$ cat config.mk
export PLATFORM = sky130hd
export DESIGN_NAME = des_key_schedule_flat
export DESIGN_NICKNAME = d
export VERILOG_FILES = /design/src/rtl/des_key_schedule_if.sv /design/src/rtl/des_key_schedule.sv /design/src/flat_wrapper.sv
export SDC_FILE = /design/constraint.sdc
export NUM_CORES = 1
export LEC_CHECK = 0
export CAP_MARGIN = 10
export CORE_AREA = 2 2 325 327
export DETAILED_ROUTE_END_ITERATION = 16
export DIE_AREA = 0 0 327 329
export DONT_BUFFER_PORTS = 1
export GPL_TIMING_DRIVEN = 0
export SLEW_MARGIN = 20
export SYNTH_ARGS = -nofsm -noshare
export SYNTH_HDL_FRONTEND = slang
export SYNTH_SLANG_ARGS = --single-unit
export TNS_END_PERCENT = 1
$ cat constraint.sdc
create_clock -name clk -period 8.15 [get_ports clk]
set_clock_uncertainty 0.15 [all_clocks]
set_input_delay 1.63 -clock clk [delete_from_list [all_inputs] [get_ports clk]]
set_output_delay 1.63 -clock clk [all_outputs]
set_load 0.01 [all_outputs]
$ cat src/rtl/des_key_schedule_if.sv
// Start/done handshake and round-key bus between a key schedule and its consumer.
// The master drives the request; the slave (key schedule) returns status and keys.
interface des_key_schedule_if;
  logic         start;
  logic [1:64]  key;
  logic         decrypt;
  logic         busy;
  logic         done;
  logic [1:768] round_keys;

  modport master (output start, key, decrypt, input busy, done, round_keys);
  modport slave  (input start, key, decrypt, output busy, done, round_keys);
endinterface

$ cat src/rtl/des_key_schedule.sv
// Iterative DES key schedule: PC-1 on start, then KEYS_PER_CYCLE C/D rotation and
// PC-2 stages per clock, filling sixteen 48-bit slots in encryption or reversed order.
module des_key_schedule #(
  parameter int KEYS_PER_CYCLE = 1
) (
  input  logic               clk,
  input  logic               rst_n,
  des_key_schedule_if.slave  bus
);

  typedef enum logic {IDLE, ROUND} state_t;

  localparam int PC1 [0:55] = '{
    57, 49, 41, 33, 25, 17,  9,  1, 58, 50, 42, 34, 26, 18,
    10,  2, 59, 51, 43, 35, 27, 19, 11,  3, 60, 52, 44, 36,
    63, 55, 47, 39, 31, 23, 15,  7, 62, 54, 46, 38, 30, 22,
    14,  6, 61, 53, 45, 37, 29, 21, 13,  5, 28, 20, 12,  4};

  localparam int PC2 [0:47] = '{
    14, 17, 11, 24,  1,  5,  3, 28, 15,  6, 21, 10,
    23, 19, 12,  4, 26,  8, 16,  7, 27, 20, 13,  2,
    41, 52, 31, 37, 47, 55, 30, 40, 51, 45, 33, 48,
    44, 49, 39, 56, 34, 53, 46, 42, 50, 36, 29, 32};

  state_t       state_reg, state_next;
  logic [1:28]  c_reg, c_next;
  logic [1:28]  d_reg, d_next;
  logic [4:0]   counter_reg, counter_next;
  logic         decrypt_reg, decrypt_next;
  logic         busy_reg, busy_next;
  logic         done_reg, done_next;
  logic [1:768] round_keys_reg, round_keys_next;

  logic [1:56]  pc1_key;
  logic [7:0]   unused_parity;

  logic [1:28]  c_tmp, d_tmp;
  logic [4:0]   round_num;
  logic [4:0]   slot;
  logic         single_shift;
  logic [1:48]  round_key;
  logic [9:0]   slot_base;

  // PC-1 is pure wiring; the parity bits (every eighth key bit) never reach it.
  genvar gi;
  generate
    for (gi = 0; gi < 56; gi++) begin : g_pc1
      assign pc1_key[gi+1] = bus.key[PC1[gi]];
    end
    for (gi = 0; gi < 8; gi++) begin : g_parity
      assign unused_parity[gi] = bus.key[8*gi+8];
    end
  endgenerate

  function automatic logic [1:48] pc2(input logic [1:56] cd);
    logic [1:48] k;
    for (int i = 0; i < 48; i++) begin
      k[i+1] = cd[PC2[i]];
    end
    return k;
  endfunction

  always_comb begin
    state_next      = state_reg;
    c_next          = c_reg;
    d_next          = d_reg;
    counter_next    = counter_reg;
    decrypt_next    = decrypt_reg;
    busy_next       = busy_reg;
    done_next       = 1'b0;
    round_keys_next = round_keys_reg;
    c_tmp           = c_reg;
    d_tmp           = d_reg;
    round_num       = 5'd0;
    slot            = 5'd0;
    single_shift    = 1'b0;
    round_key       = '0;
    slot_base       = 10'd0;

    case (state_reg)
      IDLE: begin
        if (bus.start) begin
          c_next       = pc1_key[1:28];
          d_next       = pc1_key[29:56];
          decrypt_next = bus.decrypt;
          counter_next = 5'd0;
          busy_next    = 1'b1;
          state_next   = ROUND;
        end
      end
      ROUND: begin
        for (int s = 0; s < KEYS_PER_CYCLE; s++) begin
          round_num    = counter_reg + 5'(s + 1);
          single_shift = (round_num == 5'd1) || (round_num == 5'd2) ||
                         (round_num == 5'd9) || (round_num == 5'd16);
          c_tmp = single_shift ? {c_tmp[2:28], c_tmp[1]} : {c_tmp[3:28], c_tmp[1:2]};
          d_tmp = single_shift ? {d_tmp[2:28], d_tmp[1]} : {d_tmp[3:28], d_tmp[1:2]};
          round_key = pc2({c_tmp, d_tmp});
          slot      = decrypt_reg ? (5'd17 - round_num) : round_num;
          slot_base = 10'd48 * {5'd0, slot - 5'd1} + 10'd1;
          round_keys_next[slot_base +: 48] = round_key;
        end
        c_next       = c_tmp;
        d_next       = d_tmp;
        counter_next = counter_reg + 5'(KEYS_PER_CYCLE);
        if (counter_next == 5'd16) begin
          done_next  = 1'b1;
          busy_next  = 1'b0;
          state_next = IDLE;
        end
      end
      default: state_next = IDLE;
    endcase
  end

  always_ff @(posedge clk or negedge rst_n) begin
    if (!rst_n) begin
      state_reg      <= IDLE;
      c_reg          <= '0;
      d_reg          <= '0;
      counter_reg    <= '0;
      decrypt_reg    <= 1'b0;
      busy_reg       <= 1'b0;
      done_reg       <= 1'b0;
      round_keys_reg <= '0;
    end else begin
      state_reg      <= state_next;
      c_reg          <= c_next;
      d_reg          <= d_next;
      counter_reg    <= counter_next;
      decrypt_reg    <= decrypt_next;
      busy_reg       <= busy_next;
      done_reg       <= done_next;
      round_keys_reg <= round_keys_next;
    end
  end

  assign bus.busy       = busy_reg;
  assign bus.done       = done_reg;
  assign bus.round_keys = round_keys_reg;

endmodule
$ cat src/flat_wrapper.sv
// flat-port wrapper written by rule: the top's interface ports become plain ports
module des_key_schedule_flat 
#(
  parameter int KEYS_PER_CYCLE = 1
)
  (clk, rst_n, bus_start, bus_key, bus_decrypt, bus_busy, bus_done, bus_round_keys);
  des_key_schedule_if bus_i ();
  input  logic clk;
  input  logic rst_n;
  input wire logic [$bits(bus_i.start)-1:0] bus_start;
  input wire logic [$bits(bus_i.key)-1:0] bus_key;
  input wire logic [$bits(bus_i.decrypt)-1:0] bus_decrypt;
  output wire logic [$bits(bus_i.busy)-1:0] bus_busy;
  output wire logic [$bits(bus_i.done)-1:0] bus_done;
  output wire logic [$bits(bus_i.round_keys)-1:0] bus_round_keys;
  assign bus_i.start = bus_start;
  assign bus_i.key = bus_key;
  assign bus_i.decrypt = bus_decrypt;
  assign bus_busy = bus_i.busy;
  assign bus_done = bus_i.done;
  assign bus_round_keys = bus_i.round_keys;
  des_key_schedule #(.KEYS_PER_CYCLE(KEYS_PER_CYCLE)) u_core (.clk(clk), .rst_n(rst_n), .bus(bus_i));
endmodule
Word-level counts from Yosys, hierarchy flattened
Index checks and enable logic that the tools add are counted. W data, S select, Z words.

Equality and inequality tests: 6. Reduce and logical (&&, ||, !) cells: 5. Shift operators: 2. Add/subtract/negate cells: 5. Multiplexer cells: 18. $mul: 1. Bitwise gates (word level): 2.

Operator list (number): $shift A770 B12 Y768 const A (1); $shiftx A770 B12 Y768 (1); $bwmux W768 (1); $mux W28 (4); $pmux W28 S2 (2); $neg A11 Y12 (1); $not A10 Y11 (1); $add A10 B1 Y10 const B (1); $mux W5 (2); $pmux W5 S2 (1); $mul A2 B5 Y6 const A (1); $mux W1 (6); $add A5 B1 Y5 const B (1); $eq A5 B1 Y1 const B (1); $eq A5 B2 Y1 const B (1); $eq A5 B4 Y1 const B (1); $eq A5 B5 Y1 const B (1); $sub A5 B1 Y5 const B (1); $sub A5 B5 Y5 const A (1); $ne A2 B2 Y1 const B (2); $pmux W1 S2 (2); $reduce_and A2 Y1 (2); $logic_or A1 B1 Y1 (3); $not A1 Y1 (1).

Flip-flop bits (word level): 833. Word-level logic and storage cells: 47. Input bits: 68. Output and inout bits: 770.

Longest topological paths before layout
Depth in word-level cells: 10. Gate-level depth with buffers: 23. Mapped depth without buffers: 17.

Least setup slack after synthesis
No wires, ideal clock.

Kind: flip-flop to flip-flop. From: register u_core.counter_reg[0]. To: register u_core.round_keys_reg (netlist bit u_core.bus.round_keys[529]). Slack: 2315 ps. Cell stages (with the launch flop): 22. Setup time: 125 ps. Data required time: 7875 ps. Period minus slack after synthesis: 5835 ps. Arrival time: 5560 ps. Cells stage by stage: dfrtp_1 -> buf_2 -> inv_1 -> ha_1 -> clkbuf_1 -> inv_2 -> buf_1 -> ha_1 -> nor3b_1 -> or2_1 -> a32o_1 -> o21ai_1 -> nand2_1 -> ha_1 -> a21oi_1 -> a21boi_0 -> nand4_1 -> o311ai_4 -> nor2_8 -> o41ai_4 -> buf_6 -> mux2_4.

Cells in the longest elaborated chain, start to end: 10.

RTL lines: start, declared (RTL line des_key_schedule.sv:28) `logic [4:0] counter_reg, counter_next;`; start signal, assigned (RTL line des_key_schedule.sv:130) `counter_reg <= counter_next;`; $add A5 B1 Y5 * (RTL line des_key_schedule.sv:93) `round_num = counter_reg + 5'(s + 1);`; $sub A5 B5 Y5 (RTL line des_key_schedule.sv:99) `slot = decrypt_reg ? (5'd17 - round_num) : round_num;`; $mux W5 (RTL line des_key_schedule.sv:99); $sub A5 B1 Y5 (RTL line des_key_schedule.sv:100) `slot_base = 10'd48 * {5'd0, slot - 5'd1} + 10'd1;`; $mul A2 B5 Y6 (RTL line des_key_schedule.sv:100); $add A10 B1 Y10 (RTL line des_key_schedule.sv:100); $not A10 Y11 (not written as such) (RTL line des_key_schedule.sv:101) `round_keys_next[slot_base +: 48] = round_key;`; $neg A11 Y12 (RTL line des_key_schedule.sv:101); $shiftx A770 B12 Y768 / $shift A770 B12 Y768 (equally long branches) (RTL line des_key_schedule.sv:101); $bwmux W768 * (RTL line des_key_schedule.sv:101); end signal, assigned (RTL line des_key_schedule.sv:134) `round_keys_reg <= round_keys_next;`; end, declared (RTL line des_key_schedule.sv:32) `logic [1:768] round_keys_reg, round_keys_next;`.

Every way passes the cells marked *; elsewhere a longest branch is shown, timed or not. A chain may end at the register's enable or synchronous reset.

Worst setup path after layout
From: register u_core.counter_reg[0]. To: register u_core.round_keys_reg (netlist bit u_core.bus.round_keys[613]).

The elaborated chain is that of the path after synthesis.

==> out/qor.yml <==
yosysWarnings: 0
gr-total-overflow: 0
cts-hold-fix-buffers: 0
synth-edff-count: 0
grt_max_degree: 834
required_ns: 8.57
synthCells: 2604
synthArstFlopShare_pct: 100
cts_setup_buffers: 0
synth_area_leaders: "dfrtp_1 (57%), mux2_2 (20%), mux2_1 (4.0%), o22ai_1 (2.8%), mux2i_1 (2.4%)"
row_count: 119
hold_ws_ns: 0.411
setup_tns_ns: 0
tightest_slew_ns: 1.25
final_util_pct: 40.3
ys.flop_type: "dfrtp_1"
io_buffers: 0
antenna_left: 0
critPathSlowestCell: "nor3_4"
fin_crit_sh_pct: 90.1
yosys.area.top_type: "dfrtp_1"
first_global_vias: 24300
first_pass_iters: 5
crit_path_max_fanout: 13
ys_seq_area_share_pct: 56.8
hold_viol: 0
crit_buf_inv: 7
start_util_pct: 35.2
die_h_um: 329
status: "complete, no violations"
drv_cap: 0
num_io_pins: 838
drt_iter0_drc: 1824
synth_seq_cells: 833
largest_register_ffs: 768
relSlewSlack_pct: 16.6
vias: 23900
cp_cell_sequence: "buf_2 -> inv_1 -> ha_1 -> clkbuf_1 -> inv_2 -> buf_2 -> ha_1 -> nor2b_1 -> or2_1 -> a32o_1 -> o21ai_1 -> nand2_1 -> ha_1 -> a21oi_1 -> a21boi_0 -> nand4_1 -> o311ai_4 -> nor2_8 -> buf_8 -> nor3_4 -> buf_6 -> mux2_2"
post-route-min-period_ns: 7.34
critical_path.endpoint_type: "flop"
synth.distinct_cells: 78
path_clk_slew_ns: 0.06
globalRouteTotalUtil_pct: 26.0
antenna_found_initial: 9
gp_congestion: 0.871
path_common_cell: "ha_1"
start_kind: "flop"
htree_levels: 3
dp_slack_ns: 0.858
routed_wl_um: 144000
numCtsBuffers: 93
syn_to_final_growth_pct: 14.7
die-area_um2: 108000
drc: 0
dpl.hpwl_um: 106000
cts_tree: "done"
core_um2: 104000
synth.top_cell.area_share_pct: 56.8
setup_slack_ns: 0.806
finalMaxSlewViolations: 0
grt_first_pass_wirelength_um: 198000
clock-sinks: 833
clockBufferDepth: 3
grt_setup_unrepaired: "no"
multi_input_area_um2: 14900
criticalPathCategory: "reg2reg"
root_buffer: "clkbuf_16"
fp.dieW_um: 327
hold_class: "reg2reg"
drive_gt1_share_pct: 36.0
syn_avg_cell_area_um2: 14.1
max_freq_ghz: 0.136
wire_per_inst_um: 34.5
syn_area_um2: 36700
max_stage_delay_ns: 0.73
fin_nets: 2787
fillers: 9790
viasPerCell: 5.70
setup_viol: 0
regArea_um2: 20800
clock_latency_ns: 0.69
cp.arrival_ns: 7.76
cp_top_family: "buffers and inverters"
cts_resized: 0
syn-num-nets: 2686
## cell usage after synthesis (all sizes together) (2+ instances only)
cell type	count
clkbuf	104
mux2i	89
or3	2
o21ai	20
nand2	40
nand4	6
inv	8
nand2b	22
o22ai	166
nand3	29
o32ai	42
nor3	38
a21boi	2
a211oi	60
mux2	801
buf	87
a21oi	62
nor2b	59
xor2	5
dfrtp	833
and3	5
o21a	2
nor2	54
or2	17
ha	13
o211ai	5
a21o	2
xnor2	6
nor3b	2
## per-layer routing
metal  vias to the layer above  wire length [um]  GRT usage [%]
li1                       9809                 -              -
met4                         2              4750           8.74
met3                       243             16000           11.0
met5                         -                23              0
met1                     12600             54700           30.7
met2                      1206             68800           42.5
## cells by family (layout without fill, tap and decap cells)
group | Yosys count | after routing | share of synthesized area [%]
compound gates | 377 | 377 | 7.07
fa+ha+maj | 14 | 14 | 0.498
buf+inv | 199 | 377 | 2.78
xor+xnor | 11 | 11 | 0.303
other cells | 0 | 10 | 0
simple gates | 280 | 280 | 5.30
mux | 890 | 890 | 27.2
flops | 833 | 833 | 56.8
## through the flow
step / std cells / instance area, um^2
CTS: 4168 / 41900
floorplan: 2604 / 36700
global route: 4179 / 42100
detailed placement: 3996 / 38500
global placement: 3995 / 38400
finish: 4183 / 42100
## layout make-up
| class | instances | area share, % |
|---|---|---|
| Timing Repair Buffer | 6 | 0.345 |
| Buffer | 191 | 2.35 |
| Sequential cell | 833 | 49.5 |
| Clock inverter | 41 | 1.72 |
| Multi-Input combinational cell | 1572 | 35.3 |
| Inverter | 8 | 0.0714 |
| Antenna cell | 10 | 0.0595 |
| Clock buffer | 131 | 6.47 |
| Tap cell | 1391 | 4.14 |
## final timing paths
kind | from | end | slack [ns] | depth (start not counted)
setup / recovery | u_core.counter_reg[0]$_DFFE_PN0P_ | u_core.bus.round_keys[613]$_DFFE_PN0P_ | 0.81 | 22
hold / removal | u_core.bus.round_keys[121]$_DFFE_PN0P_ | u_core.bus.round_keys[121]$_DFFE_PN0P_ | 0.41 | 1
setup reg to reg | u_core.counter_reg[0]$_DFFE_PN0P_ | u_core.bus.round_keys[613]$_DFFE_PN0P_ | 0.81 | 22
hold reg to reg | u_core.bus.round_keys[121]$_DFFE_PN0P_ | u_core.bus.round_keys[121]$_DFFE_PN0P_ | 0.41 | 1
max in group asynchronous | rst_n | u_core.bus.round_keys[709]$_DFFE_PN0P_ | 4.93 | 3
min in group asynchronous | rst_n | u_core.bus.round_keys[566]$_DFFE_PN0P_ | 0.49 | 0
## placed cells by master, fill, tap and decap left out, drive strengths merged, types with 2 or more instances in the layout
master,synthesis,layout
mux2,801,801
clkbuf,104,235
o21a,2,2
bufinv,0,16
xnor2,6,6
inv,8,15
a21oi,62,62
and3,5,5
nand2,40,40
nand3,29,29
nand2b,22,22
a211oi,60,60
or3,2,2
clkinvlp,0,3
a21o,2,2
a21boi,2,2
clkinv,0,15
nor3,38,38
nand4,6,6
ha,13,13
diode,0,10
xor2,5,5
nor2b,59,59
o22ai,166,166
o211ai,5,5
nor3b,2,2
or2,17,17
nor2,54,54
dfrtp,833,833
o32ai,42,42
buf,87,93
o21ai,20,20
mux2i,89,89
## worst register-to-register path: cells and delay by family (launching register included)
kind	cells	cell delay [ns]
DFF	1	0.39
buffers and inverters	7	2.06
and+or+nand+nor	6	1.63
muxes	1	0.35
adders and majority gates	3	1.17
AOI/OAI and AO/OA	5	1.49
Power is not shown: default switching activity piles up to over one toggle a cycle in this logic, so the estimate is an artifact.
